==> src/rtl/coherence_pkg.sv <==
// Shared MSI coherence types for the L1 dcache snoop path.
// Holds the MSI state enum, the snoop FSM encoding and address-field widths.
package coherence_pkg;

    typedef enum logic [1:0] {
        MSI_I = 2'd0,
        MSI_S = 2'd1,
        MSI_M = 2'd2
    } msi_t;

    typedef enum logic [2:0] {
        SNP_IDLE   = 3'd0,
        SNP_LOOKUP = 3'd1,
        SNP_FLUSH0 = 3'd2,
        SNP_FLUSH1 = 3'd3,
        SNP_UPDATE = 3'd4,
        SNP_HOLD   = 3'd5
    } snp_state_t;

    localparam int ADDR_W    = 32;
    localparam int WORD_BIT  = 2;
    localparam int BLK_OFF_W = 3;

    // A snooped valid frame always loses ownership: BusRdX kills it,
    // BusRd leaves a shared copy.
    function automatic msi_t msi_after_snoop(msi_t cur, logic inv);
        if (cur == MSI_I) begin
            return MSI_I;
        end
        return inv ? MSI_I : MSI_S;
    endfunction

endpackage

==> src/rtl/dcache_tag_store.sv <==
// Tag + MSI state arrays of the dcache with one write port and two
// combinational compare ports (snoop side and core side).
// Ports: CLK/RST; wr_* write port; snp_set/snp_tag -> snp_hit/way/st;
// core_set/core_tag -> core_hit/way/st. Lowest matching way wins.
module dcache_tag_store
    import coherence_pkg::*;
#(
    parameter int SETS = 8,
    parameter int WAYS = 2,
    localparam int SET_W = $clog2(SETS),
    localparam int WAY_W = (WAYS > 1) ? $clog2(WAYS) : 1,
    localparam int TAG_W = ADDR_W - BLK_OFF_W - SET_W
) (
    input  logic             CLK,
    input  logic             RST,
    input  logic             wr_en,
    input  logic [SET_W-1:0] wr_set,
    input  logic [WAY_W-1:0] wr_way,
    input  logic [TAG_W-1:0] wr_tag,
    input  msi_t             wr_st,
    input  logic [SET_W-1:0] snp_set,
    input  logic [TAG_W-1:0] snp_tag,
    output logic             snp_hit,
    output logic [WAY_W-1:0] snp_way,
    output msi_t             snp_st,
    input  logic [SET_W-1:0] core_set,
    input  logic [TAG_W-1:0] core_tag,
    output logic             core_hit,
    output logic [WAY_W-1:0] core_way,
    output msi_t             core_st
);

    msi_t             st_q  [SETS][WAYS];
    logic [TAG_W-1:0] tag_q [SETS][WAYS];

    always_ff @(posedge CLK) begin
        if (RST) begin
            for (int s = 0; s < SETS; s++) begin
                for (int w = 0; w < WAYS; w++) begin
                    st_q[s][w]  <= MSI_I;
                    tag_q[s][w] <= '0;
                end
            end
        end else if (wr_en) begin
            st_q[wr_set][wr_way]  <= wr_st;
            tag_q[wr_set][wr_way] <= wr_tag;
        end
    end

    always_comb begin
        snp_hit = 1'b0;
        snp_way = '0;
        snp_st  = MSI_I;
        for (int w = 0; w < WAYS; w++) begin
            if (!snp_hit && st_q[snp_set][w] != MSI_I &&
                tag_q[snp_set][w] == snp_tag) begin
                snp_hit = 1'b1;
                snp_way = WAY_W'(w);
                snp_st  = st_q[snp_set][w];
            end
        end
    end

    always_comb begin
        core_hit = 1'b0;
        core_way = '0;
        core_st  = MSI_I;
        for (int w = 0; w < WAYS; w++) begin
            if (!core_hit && st_q[core_set][w] != MSI_I &&
                tag_q[core_set][w] == core_tag) begin
                core_hit = 1'b1;
                core_way = WAY_W'(w);
                core_st  = st_q[core_set][w];
            end
        end
    end

endmodule

==> src/rtl/dcache_snoop_responder.sv <==
// Cache-side snoop responder of the MSI L1 dcache: answers controller snoops
// with ccwrite, flushes Modified blocks word-by-word on dstore, downgrades state.
// Ports: CLK/RST; ccwait/ccinv/ccsnoopaddr/dwait in; snp_ccwrite/dstore/snp_busy
// out; snp_word_idx/snp_word_rdata data-array read; core_upd_* write; core_lk_* lookup.
module dcache_snoop_responder
    import coherence_pkg::*;
#(
    parameter int SETS = 8,
    parameter int WAYS = 2,
    localparam int SET_W = $clog2(SETS),
    localparam int WB    = $clog2(WAYS),
    localparam int WAY_W = (WAYS > 1) ? WB : 1,
    localparam int TAG_W = ADDR_W - BLK_OFF_W - SET_W,
    localparam int IDX_W = SET_W + WB + 1
) (
    input  logic             CLK,
    input  logic             RST,
    input  logic             ccwait,
    input  logic             ccinv,
    input  logic [31:0]      ccsnoopaddr,
    input  logic             dwait,
    output logic             snp_ccwrite,
    output logic [31:0]      dstore,
    output logic             snp_busy,
    output logic [IDX_W-1:0] snp_word_idx,
    input  logic [31:0]      snp_word_rdata,
    input  logic             core_upd_en,
    input  logic [SET_W-1:0] core_upd_set,
    input  logic [WAY_W-1:0] core_upd_way,
    input  logic [TAG_W-1:0] core_upd_tag,
    input  logic [1:0]       core_upd_st,
    input  logic [31:0]      core_lk_addr,
    output logic             core_lk_hit,
    output logic [WAY_W-1:0] core_lk_way,
    output logic [1:0]       core_lk_st
);

    snp_state_t       state_q;
    logic [TAG_W-1:0] cap_tag_q;
    logic [SET_W-1:0] cap_set_q;
    logic             cap_inv_q;
    logic [WAY_W-1:0] hit_way_q;
    msi_t             hit_st_q;

    logic             snp_hit;
    logic [WAY_W-1:0] snp_way;
    msi_t             snp_st;
    msi_t             lk_st;
    logic             flushing;
    logic             upd_snoop;
    logic             wr_en;
    logic [SET_W-1:0] wr_set;
    logic [WAY_W-1:0] wr_way;
    logic [TAG_W-1:0] wr_tag;
    msi_t             wr_st;
    logic [5:0]       unused_addr_bits;

    // Block offset bits never select anything: whole blocks are flushed.
    assign unused_addr_bits = {ccsnoopaddr[2:0], core_lk_addr[2:0]};

    always_ff @(posedge CLK) begin
        if (RST) begin
            state_q   <= SNP_IDLE;
            cap_tag_q <= '0;
            cap_set_q <= '0;
            cap_inv_q <= 1'b0;
            hit_way_q <= '0;
            hit_st_q  <= MSI_I;
        end else begin
            unique case (state_q)
                SNP_IDLE: begin
                    if (ccwait) begin
                        state_q   <= SNP_LOOKUP;
                        cap_tag_q <= ccsnoopaddr[31:BLK_OFF_W+SET_W];
                        cap_set_q <= ccsnoopaddr[BLK_OFF_W+SET_W-1:BLK_OFF_W];
                        cap_inv_q <= ccinv;
                    end
                end
                SNP_LOOKUP: begin
                    hit_way_q <= snp_way;
                    hit_st_q  <= snp_hit ? snp_st : MSI_I;
                    if (!ccwait) begin
                        state_q <= SNP_IDLE;
                    end else if (snp_hit && snp_st == MSI_M) begin
                        state_q <= SNP_FLUSH0;
                    end else begin
                        state_q <= SNP_UPDATE;
                    end
                end
                SNP_FLUSH0: begin
                    if (!ccwait) begin
                        state_q <= SNP_IDLE;
                    end else if (!dwait) begin
                        state_q <= SNP_FLUSH1;
                    end
                end
                SNP_FLUSH1: begin
                    if (!ccwait) begin
                        state_q <= SNP_IDLE;
                    end else if (!dwait) begin
                        state_q <= SNP_UPDATE;
                    end
                end
                SNP_UPDATE: state_q <= SNP_HOLD;
                SNP_HOLD: begin
                    if (!ccwait) begin
                        state_q <= SNP_IDLE;
                    end
                end
                default: state_q <= SNP_IDLE;
            endcase
        end
    end

    assign flushing = (state_q == SNP_FLUSH0) || (state_q == SNP_FLUSH1);

    // ccwrite answers in the LOOKUP cycle itself; a dropped ccwait
    // silences the bus at once rather than a cycle later.
    assign snp_ccwrite = ccwait &&
        (flushing || (state_q == SNP_LOOKUP && snp_hit && snp_st == MSI_M));
    assign dstore   = (ccwait && flushing) ? snp_word_rdata : '0;
    assign snp_busy = (state_q != SNP_IDLE) || ccwait;

    generate
        if (WB == 0) begin : g_idx_dm
            assign snp_word_idx = {cap_set_q, state_q == SNP_FLUSH1};
        end else begin : g_idx_sa
            assign snp_word_idx =
                {cap_set_q, hit_way_q[WB-1:0], state_q == SNP_FLUSH1};
        end
    endgenerate

    assign upd_snoop = (state_q == SNP_UPDATE) && (hit_st_q != MSI_I);
    assign wr_en     = upd_snoop || (core_upd_en && !snp_busy);
    assign wr_set    = upd_snoop ? cap_set_q : core_upd_set;
    assign wr_way    = upd_snoop ? hit_way_q : core_upd_way;
    assign wr_tag    = upd_snoop ? cap_tag_q : core_upd_tag;
    assign wr_st     = upd_snoop ? msi_after_snoop(hit_st_q, cap_inv_q)
                                 : msi_t'(core_upd_st);

    dcache_tag_store #(
        .SETS(SETS),
        .WAYS(WAYS)
    ) u_tags (
        .CLK      (CLK),
        .RST      (RST),
        .wr_en    (wr_en),
        .wr_set   (wr_set),
        .wr_way   (wr_way),
        .wr_tag   (wr_tag),
        .wr_st    (wr_st),
        .snp_set  (cap_set_q),
        .snp_tag  (cap_tag_q),
        .snp_hit  (snp_hit),
        .snp_way  (snp_way),
        .snp_st   (snp_st),
        .core_set (core_lk_addr[BLK_OFF_W+SET_W-1:BLK_OFF_W]),
        .core_tag (core_lk_addr[31:BLK_OFF_W+SET_W]),
        .core_hit (core_lk_hit),
        .core_way (core_lk_way),
        .core_st  (lk_st)
    );

    assign core_lk_st = lk_st;

endmodule

==> config.mk <==
export PLATFORM = sky130hd
export DESIGN_NAME = dcache_snoop_responder
export DESIGN_NICKNAME = d
export VERILOG_FILES = /design/src/rtl/coherence_pkg.sv /design/src/rtl/dcache_tag_store.sv /design/src/rtl/dcache_snoop_responder.sv
export SDC_FILE = /design/constraint.sdc
export NUM_CORES = 1
export LEC_CHECK = 0
export BUFFER_PORTS_ARGS = -buffer_cell sky130_fd_sc_hd__buf_2
export CORE_ASPECT_RATIO = 0.6
export CORE_MARGIN = 2
export CORE_UTILIZATION = 45
export DETAILED_ROUTE_END_ITERATION = 10
export GPL_ROUTABILITY_DRIVEN = 0
export SLEW_MARGIN = 20
export SYNTH_ARGS = -nofsm -noshare
export SYNTH_HDL_FRONTEND = slang
export SYNTH_SLANG_ARGS = --single-unit
==> constraint.sdc <==
create_clock -name CLK -period 6.4 [get_ports CLK]
set_clock_uncertainty 0.05 [all_clocks]
set_input_delay 0.96 -clock CLK [delete_from_list [all_inputs] [get_ports CLK]]
set_output_delay 0.96 -clock CLK [all_outputs]
set_load 0.01 [all_outputs]
# Word-level counts from Yosys, hierarchy flattened
# Memories as Yosys holds them, arrays and structs flattened. A register that Yosys moved wholly into a read port is not among the register bits.
# Cells that the tools add are included.
dict set report op_classes {
  magnitude_cmp 2
  eq_ne 14
  n_mux 49
  bitwise_logic 1
  n_reduce_logical 33
}
# operator count
set op_table {}
lappend op_table {{two-way mux 52 bit} 3}
lappend op_table {{== test 26 bit} 4}
lappend op_table {{two-way mux 26 bit} 2}
lappend op_table {{OR reduction 52 bit} 1}
lappend op_table {{two-way mux 3 bit} 15}
lappend op_table {{two-way mux 32 bit} 1}
lappend op_table {{demux 26 bit (select 1 bit)} 1}
lappend op_table {{two-way mux 2 bit} 9}
lappend op_table {{case mux 3 bit (6 select lines)} 1}
lappend op_table {{logical AND 1 bit} 14}
lappend op_table {{two-way mux 1 bit} 13}
lappend op_table {{two-way mux 4 bit} 3}
lappend op_table {{nonzero test 2 bit} 5}
lappend op_table {{== test 3 x 2 -> 1 bit (second input constant)} 2}
lappend op_table {{== test 3 bit (second input constant)} 2}
lappend op_table {{inequality test 3 bit (second input constant)} 2}
lappend op_table {{logical OR 1 bit} 4}
lappend op_table {{inequality test 2 bit (second input constant)} 2}
lappend op_table {{AND reduction 4 bit} 1}
lappend op_table {{OR reduction 4 bit} 1}
lappend op_table {{== test 3 x 1 -> 1 bit (second input constant)} 1}
lappend op_table {{zero test 1 bit} 3}
lappend op_table {{zero test 3 bit} 1}
lappend op_table {{nonzero test 3 bit} 1}
lappend op_table {{other kinds (7)} 7}
dict set report totals {
  register_bits 36
  ramBits 448
  input_bits 134
  elab_cells 107
  mem_count 2
}
# name depth word_bits read_ports rd_ports_with_merged_regs write_ports line_no
set memory_table {}
lappend memory_table {u_tags.tag_q 8 52 2 1 8 dcache_tag_store.sv:34} ;# logic [TAG_W-1:0] tag_q [SETS][WAYS];
lappend memory_table {u_tags.st_q 8 4 2 1 8 dcache_tag_store.sv:33} ;# msi_t st_q [SETS][WAYS];

# Longest topological paths before layout
# Gate-level depths: netlist of run 1.
dict set report depth {
  word_depth 12
  mapped_depth 13
  depth_no_buf 9
}

# Modules after synthesis
# A second synthesis of run 1 with hierarchy kept.
dict set report unflattened {
  hier_cells 2018
  hier_area_um2 26908.3
}
# module n_inst cells_each area_per_inst_um2
set by_module_without_submodules {}
lappend by_module_without_submodules {dcache_tag_store 1 1767 24875.1}
lappend by_module_without_submodules {dcache_snoop_responder 1 251 2033.2}

# Least setup slack after synthesis of run 1
# Ideal clock, no wire load.
dict set report synth_timing {
  path_type {input port to output port}
  startpoint {in core_lk_addr[3]}
  endpoint {out core_lk_st[0]}
  t_arrival_ps 3678
  required_ps 5390
  setup_slack_ps 1712
  cell_stages 10
  cell_sequence {clkbuf_1 -> buf_2 -> buf_2 -> buf_2 -> mux4_2 -> mux2i_1 -> xor2_1 -> nand4_1 -> nor4_1 -> o21ai_0}
}
dict set report synth_via {
  elab_chain_len 8
}
# item line_no
set synth_rtl {}
lappend synth_rtl {{from (decl)} dcache_snoop_responder.sv:32} ;# input logic [31:0] core_lk_addr,
lappend synth_rtl {{memory (8 x 52 bit) / memory (8 x 4 bit) (equally long branches)} n/a}
lappend synth_rtl {{== test 26 bit / nonzero test 2 bit (equally long branches)} {dcache_tag_store.sv:70, dcache_tag_store.sv:69}}
lappend synth_rtl {{logical AND 1 bit} dcache_tag_store.sv:69} ;# if (!core_hit && st_q[core_set][w] != MSI_I &&
lappend synth_rtl {{two-way mux 1 bit} dcache_tag_store.sv:69}
lappend synth_rtl {{zero test 1 bit} dcache_tag_store.sv:69}
lappend synth_rtl {{logical AND 1 bit (2 in series)} dcache_tag_store.sv:69}
lappend synth_rtl {{two-way mux 2 bit *} dcache_tag_store.sv:69}
lappend synth_rtl {{to (decl)} dcache_snoop_responder.sv:35} ;# output logic [1:0] core_lk_st
# Every way passes the cells marked *; elsewhere a longest branch is shown, timed or not.

==> out/metrics.cfg, run 1 <==
[run]
cap_violations = 0

[floorplanning]
dieWidth_um = 312
fp.coreArea_um2 = 56100
dieArea_um2 = 59100
start_util_pct = 45.8
num_rows = 67
io_pins = 177
die_y_um = 189

[timing]
finalHoldViolCount = 0
worst_slack_ps = 343
slew_headroom_pct = 21.3
drv_slew = 0
setup_viol = 0
setup_tns_ps = 0
period_share_pct = 94.6
whs_ps = 408
finalCriticalPeriod_ps = 6060
tightest_slew_ps = 1180
fmax_mhz = 165
rsz0062_at_grt = false

[setup_path]
reg2reg_depth = 7
worstPathRequired_ps = 5390
r2r_setup_slack_ps = 1300
cp-start-kind = flip-flop
worst_path_max_delay_cell = dfxtp_4
r2r_start = state_q[1]$_SDFFE_PP0P_
critPathTopFamily = simple AND/OR/NAND/NOR gates
arrival_ps = 5050
r2r-end = u_tags.tag_q[1][2]$_SDFFCE_PN0P_
endpoint = snp_ccwrite
slowest_delay_ps = 810
path_max_fanout = 33
setup.worst_path.end_class = primary output
crit_buf_inv = 3
cp_cell_sequence = buf_4 -> nor2b_1 -> nand2_1 -> nand4_1 -> a2111oi_0 -> nand4_1 -> nor4_1 -> buf_4 -> nand2_1 -> o22ai_2 -> a31o_1 -> buf_2
cp.depth = 12
critPathKind = flip-flop to primary output

[clock_network]
cts_tree = yes
clock-sinks = 487
htree_levels = 2
cts_hold_buf = 0
cts_buffers = 47
clock_latency_ps = 590
cts-root-buf = clkbuf_16
cts_resized = 0
post_cts_buffers = 0
cts_buffer_depth = 3
cts.clk_slew.worst_paths_ps = 70

[drt]
via_per_inst = 6.41
vias = 18416
drt-wirelength-per-cell_um = 32.5
drc = 0
drtAntennaViolNets = 0
wl_um = 93300
drt_iter0_markers = 3061
firstDrtPassIters = 5

[pwr]
pwr_density_cell_nw_per_um2 = 262
power_frac_comb_pct = 14.1
total_power_mw = 7.63
swShare_pct = 26.5
leakage_nw = 10.7
seq_power_share_pct = 48.5
switchingPower_mw = 2.02
clkPwrFrac_pct = 37.4
ir_worst_vdd_mv = 0.190
internal_power_mw = 5.61

[global_routing]
grt_pass1_wl_um = 131000
grt_max_degree = 44
antenna_found_initial = 3
grt.total_usage_pct = 31.4
grt_pass1_vias = 17597
gr-total-overflow = 0

[synthesis]
yosys-top-cells-count = nor2_1, edfxtp_1, mux4_2, mux2i_1, clkbuf_1
ys_types = 50
synth_edf_count = 448
synth_top_area_share_pct = 52.4
async_flop_share_pct = 0
yosys_warnings = 0
synth_compound_area_share_pct = 2.40
muxShareOfSynthArea_pct = 24.2
synth-simple-area-share_pct = 11.4
synth_top_family_by_area = multiplexers
synthFlopType = edfxtp_1
synthXorXnorAreaFrac_pct = 3.34
ys_seq_area_share_pct = 55.4
syn_nets = 2059
synth_area_um2 = 25700
yosysMostFrequentCell = nor2_1
yosys.area.top_type = edfxtp_1
ys_ff_latch = 487
synth_area_leaders = edfxtp_1, mux4_2, nor2_1, mux2i_1, dfxtp_1
avgSynthCellArea_um2 = 13.3
synth_cells = 1925
synth_adder_area_share_pct = 0

[finish]
fin_nets = 2211
area_growth_pct = 13.4
post_layout_nonfiller_instances = 2874
antennaDiodeCount = 0
finish.instance_area_um2 = 29100
drive_above_1_share_pct = 27.5
final_util_pct = 51.9

[worst_hold_path]
hold_path_class = flip-flop to flip-flop

[place]
portBuffers = 170
dpl-instance-area_um2 = 27600
place_inst = 2787
place_ws_ps = 564
post-dp-hpwl_um = 59600

[outcome]
outcome = finished, final reports clean

[worst min-delay path: cells and delay by family, from the launching register on]
| kind | cells | cell delay [ps] |
|---|---|---|
| AND/OR/NAND/NOR | 1 | 50 |
| flip-flops | 1 | 310 |
| AO/OA/AOI/OAI | 1 | 50 |
[power groups by stage]
stage	Combinational, mW	Clock [mW]	Sequential [mW]
after global routing	1.11	2.99	3.71
after CTS	1.05	2.86	3.70
after global placement	1.04	0	3.76
after detailed placement	1.05	0	3.76
after floorplan	0.665	0	3.70
final	1.08	2.85	3.70
[logic make-up after synthesis]
group,count (synthesis)
multiplexers,380
flip-flops,487
XOR/XNOR,98
AND/OR/NAND/NOR,693
AO/OA/AOI/OAI,95
buffers and inverters,172
[worst min path at each step]
stage	startpoint	to	slack, ps	cells past startpoint
floorplan	cap_inv_q$_SDFFE_PP0P_	cap_inv_q$_SDFFE_PP0P_	390	2
global placement	cap_inv_q$_SDFFE_PP0P_	cap_inv_q$_SDFFE_PP0P_	400	2
detailed placement	cap_inv_q$_SDFFE_PP0P_	cap_inv_q$_SDFFE_PP0P_	400	2
CTS	cap_inv_q$_SDFFE_PP0P_	cap_inv_q$_SDFFE_PP0P_	410	2
global route	cap_inv_q$_SDFFE_PP0P_	cap_inv_q$_SDFFE_PP0P_	460	2
finish	cap_inv_q$_SDFFE_PP0P_	cap_inv_q$_SDFFE_PP0P_	410	2
[flip-flops by register name, indices dropped and copies added, names as in the netlist, named ones only]
| signal | flops |
|---|---|
| u_tags.st_q | 32 |
| cap_set_q | 3 |
| hit_way_q | 1 |
| cap_tag_q | 26 |
| cap_inv_q | 1 |
| u_tags.tag_q | 416 |
| hit_st_q | 2 |
| state_q | 3 |
[layout by cell type, fill, tap and decap left out, types with 3 or more instances in the layout]
cell type	Yosys	layout
edfxtp_1	448	448
clkinvlp_4	0	3
and3_1	35	35
xor2_1	29	29
nand4_1	11	11
clkbuf_1	100	12
mux2_1	8	8
o21ai_0	11	11
buf_12	3	4
mux4_2	187	187
mux2_2	25	25
nand2b_1	27	11
buf_4	7	99
clkbuf_8	0	10
o22ai_1	15	15
dfxtp_1	39	36
nand3b_1	3	3
nand2_1	90	89
a221oi_1	13	13
buf_2	28	167
xnor2_1	69	69
mux2i_1	158	156
clkinv_1	0	5
a21oi_1	35	34
clkinv_2	0	5
nand3_1	8	8
nor2b_1	11	11
nor4_1	19	19
or3_1	5	5
a22o_1	4	4
nor3_1	10	10
inv_1	4	4
nand2b_2	0	15
clkbuf_16	0	49
nor2_1	466	466
dfxtp_4	0	3
[routing by layer]
metal / global-route usage (%) / up-vias / wire (um)
li1: - / 7480 / -
met1: 46.8 / 9420 / 38400
met2: 44.4 / 1353 / 39300
met3: 9.62 / 161 / 13100
met4: 8.49 / 2 / 2620
met5: 0 / - / 13
[final cells by class]
cell class	count	area, um^2
timing repair buffer	271	1670
clock inverter	17	146
tap	759	950
sequential	487	14200
multi-input combinational	1266	10700
fill	4783	27000
clock buffer	70	1400
inverter	4	15.0
(Power assumes the default switching activity.)
==> inputs of run 2 (changes only) <==
SYNTH_HIERARCHICAL = 1   (was not set)
==> run 2 against run 1 <==
Flip-flop and latch count fell by 3. Via count is 0.18% lower. Core utilization decreased by 0.55 points. Global-route usage decreased by 1.1 points. Hold slack better by 22 ps. Worst setup slack better by 50 ps. Critical path type unchanged. Sequential share of layout area down 2.2 points. Register-to-register slack better by 530 ps. Critical path depth did not move. Clock-buffer cell count shrank 12. Largest power group unchanged. Combinational power about the same.
==> out/metrics.cfg, run 2 <==
[outcome]
outcome = finished, final reports clean

[setup_path]
worst_path_max_delay_cell = dfxtp_4
path_max_fanout = 32  ; -3.0%
arrival_ps = 5000  ; -50 ps
cp_cell_sequence = buf_4 -> mux4_2 -> mux2i_1 -> xnor2_1 -> nor4_2 -> nand4_1 -> nor4_4 -> mux2_1 -> nor2b_1 -> nand4_1 -> nand2b_1 -> buf_2
crit_buf_inv = 2  ; -1
critPathTopFamily = simple AND/OR/NAND/NOR gates
slowest_delay_ps = 900  ; +90 ps
cpMostUsedCell = nand4_1
cp-start-kind = flip-flop
setup.worst_path.end_class = primary output
worstPathRequired_ps = 5390  ; about the same
critPathKind = flip-flop to primary output

[pwr]
seq_power_share_pct = 46.8  ; -1.7 points
clkPwrFrac_pct = 39.9  ; +2.5 points
ir_worst_vdd_mv = 0.201  ; +6.0%
leakage_nw = 11.5  ; +7.1%
swShare_pct = 26.3  ; -0.24 points
switchingPower_mw = 2.07  ; +2.5%
pwr_density_cell_nw_per_um2 = 260  ; -0.84%
internal_power_mw = 5.82  ; +3.8%
power_frac_comb_pct = 13.3  ; -0.8 points

[clock_network]
cts_tree = yes
cts_resized = 0  ; unchanged
post_cts_buffers = 0  ; unchanged
cts.clk_slew.worst_paths_ps = 60  ; about the same
htree_levels = 2  ; unchanged
clock_latency_ps = 600  ; about the same
clock-sinks = 484  ; -0.62%
cts_buffers = 49  ; +4.3%
cts-root-buf = clkbuf_16
cts_hold_buf = 0  ; unchanged
cts_buffer_depth = 3  ; unchanged

[drt]
drt-wirelength-per-cell_um = 32.1  ; -1.3%
vias = 18382  ; -0.18%
drtAntennaViolNets = 0  ; unchanged
firstDrtPassIters = 5  ; unchanged
drt_iter0_markers = 2564  ; -16%
via_per_inst = 6.21  ; -3.1%
drc = 0  ; unchanged
wl_um = 94900  ; +1.7%

[synthesis]
synth_edf_count = 448  ; unchanged
ys_seq_area_share_pct = 52.7  ; -2.8 points
synthFlopType = edfxtp_1
synth_area_leaders = edfxtp_1, mux4_2, and2_1, mux2i_1, dfxtp_1
yosys.area.top_type = edfxtp_1
synth_top_area_share_pct = 50.0  ; -2.4 points
syn_nets = 2152  ; +4.5%
synth_area_um2 = 26900  ; +4.8%
synth_cells = 2018  ; +4.8%
yosys-top-cells-count = and2_1, edfxtp_1, mux2i_1, mux4_2, clkbuf_1
yosysMostFrequentCell = and2_1
async_flop_share_pct = 0  ; unchanged
yosys_warnings = 6  ; +6
avgSynthCellArea_um2 = 13.3  ; about the same
ys_types = 52  ; +4.0%
ys_ff_latch = 484  ; -0.62%

[finish]
layout_commonest_cell = and2_1
drive_above_1_share_pct = 24.8  ; -2.7 points
fillers = 4935  ; +3.2%
finish.instance_area_um2 = 30400  ; +4.3%
fin_nets = 2271  ; +2.7%
final_cell_mix = and2_1, edfxtp_1, mux2i_1
largest_reg_flops = 416  ; unchanged
largest-register = u_tags/tag_q
area_growth_pct = 12.9
reg_top3 = u_tags/tag_q (416), u_tags/st_q (32), cap_tag_q (26)

[floorplanning]
dieWidth_um = 320  ; +2.3%
fp.coreArea_um2 = 59100  ; +5.4%
num_rows = 69  ; +3.0%
dieArea_um2 = 61800  ; +4.7%
die_y_um = 193  ; +2.3%
start_util_pct = 45.5  ; -0.29 points
io_pins = 177  ; unchanged

[timing]
setup_tns_ps = 0  ; unchanged
finalCriticalPeriod_ps = 6010  ; -50.0 ps
whs_ps = 430  ; +21.7 ps
period_share_pct = 93.9  ; -0.78 points
fmax_mhz = 166  ; +0.83%
tightest_slew_ps = 1190  ; +10.2 ps
finalHoldViolCount = 0  ; unchanged
drv_slew = 0  ; unchanged
slew_headroom_pct = 20.6  ; -0.68 points
worst_slack_ps = 393  ; +50.0 ps
rsz0062_at_grt = false
setup_viol = 0  ; unchanged

[worst_hold_path]
hold_path_class = flip-flop to flip-flop

[run]
cap_violations = 0  ; unchanged

[global_routing]
grt.total_usage_pct = 30.4  ; -1.1 points
grt_pass1_wl_um = 133000  ; +1.7%
gr-total-overflow = 0  ; unchanged
grt_pass1_vias = 17819  ; +1.3%
grt_max_degree = 55  ; +25%
antenna_found_initial = 6  ; +3

[place]
dpl-instance-area_um2 = 28700  ; +4.0%
place_ws_ps = 746  ; +182 ps
post-dp-hpwl_um = 59900  ; +0.52%
portBuffers = 170  ; unchanged

[run 2: cell count changes after synthesis, sizes merged, moves of 29 or more]
cell / delta
mux4: -44
and2: +479
nor2: -434
a21oi: +29
mux2i: +67
a22oi: +66
[run 2: power by group through the flow]
stage                     Sequential, mW  Combinational [mW]  Clock [mW]
after floorplan                     3.68               0.662           0
after global placement              3.75                1.02           0
after detailed placement            3.75                1.02           0
after CTS                           3.69                1.03        3.17
after global routing                3.70                1.10        3.30
final                               3.69                1.05        3.15
[run 2: through the flow]
stage | total power [mW] | instances | utilization (%)
floorplan | 4.35 | 2018 | -
global placement | 4.76 | 2867 | 48.5
detailed placement | 4.78 | 2867 | 48.5
CTS | 7.89 | 2958 | 51.4
global route | 8.10 | 2959 | 51.4
finish | 7.89 | 2960 | 51.4
[run 2: worst reg2reg max path, cell delays in order (launching register included)]
cell and delay [ps]:
dfxtp_4 900, mux4_2 630, mux2i_1 250, xnor2_1 370
nor4_1 820, nand4_1 410, nor3_1 430, or2_1 220
nand2_1 70, nor3_1 180, o21ai_0 110
[run 2: cell type report]
class	count	area [um^2]	area share [%]
Tap cell	781	977	3.22
Timing Repair Buffer	242	1490	4.90
Multi-Input combinational cell	1356	12000	39.5
Antenna cell	2	5.00	0.0165
Clock inverter	33	388	1.28
Sequential cell	484	14200	46.7
Clock buffer	58	1320	4.35
Inverter	4	15.0	0.0494
[run 2: cell families after synthesis]
kind of cell | share of synthesized area (%)
compound gates | 4.46
xor+xnor | 2.12
buf+inv | 3.10
flops | 52.7
mux | 21.9
simple gates | 15.7
[run 2: path summary, 6_finish.rpt]
check	endpoint	cells after the start	slack (ps)	from
setup / recovery	snp_ccwrite	12	390	cap_set_q[0]$_SDFFE_PP0P_
setup reg to reg	state_q[2]$_SDFFE_PP0P_	10	1830	cap_set_q[0]$_SDFFE_PP0P_
hold / removal	cap_inv_q$_SDFFE_PP0P_	2	430	cap_inv_q$_SDFFE_PP0P_
hold reg to reg	cap_inv_q$_SDFFE_PP0P_	2	430	cap_inv_q$_SDFFE_PP0P_
[run 2: per-layer routing]
layer / part of all wire [%] / vias up / GRT usage (%)
li1: - / 7777 / -
met3: 13 / 181 / 9.68
met2: 43 / 1160 / 44.2
met4: 3.1 / 4 / 9.57
met1: 41 / 9260 / 43.2
met5: 0.024 / - / 0
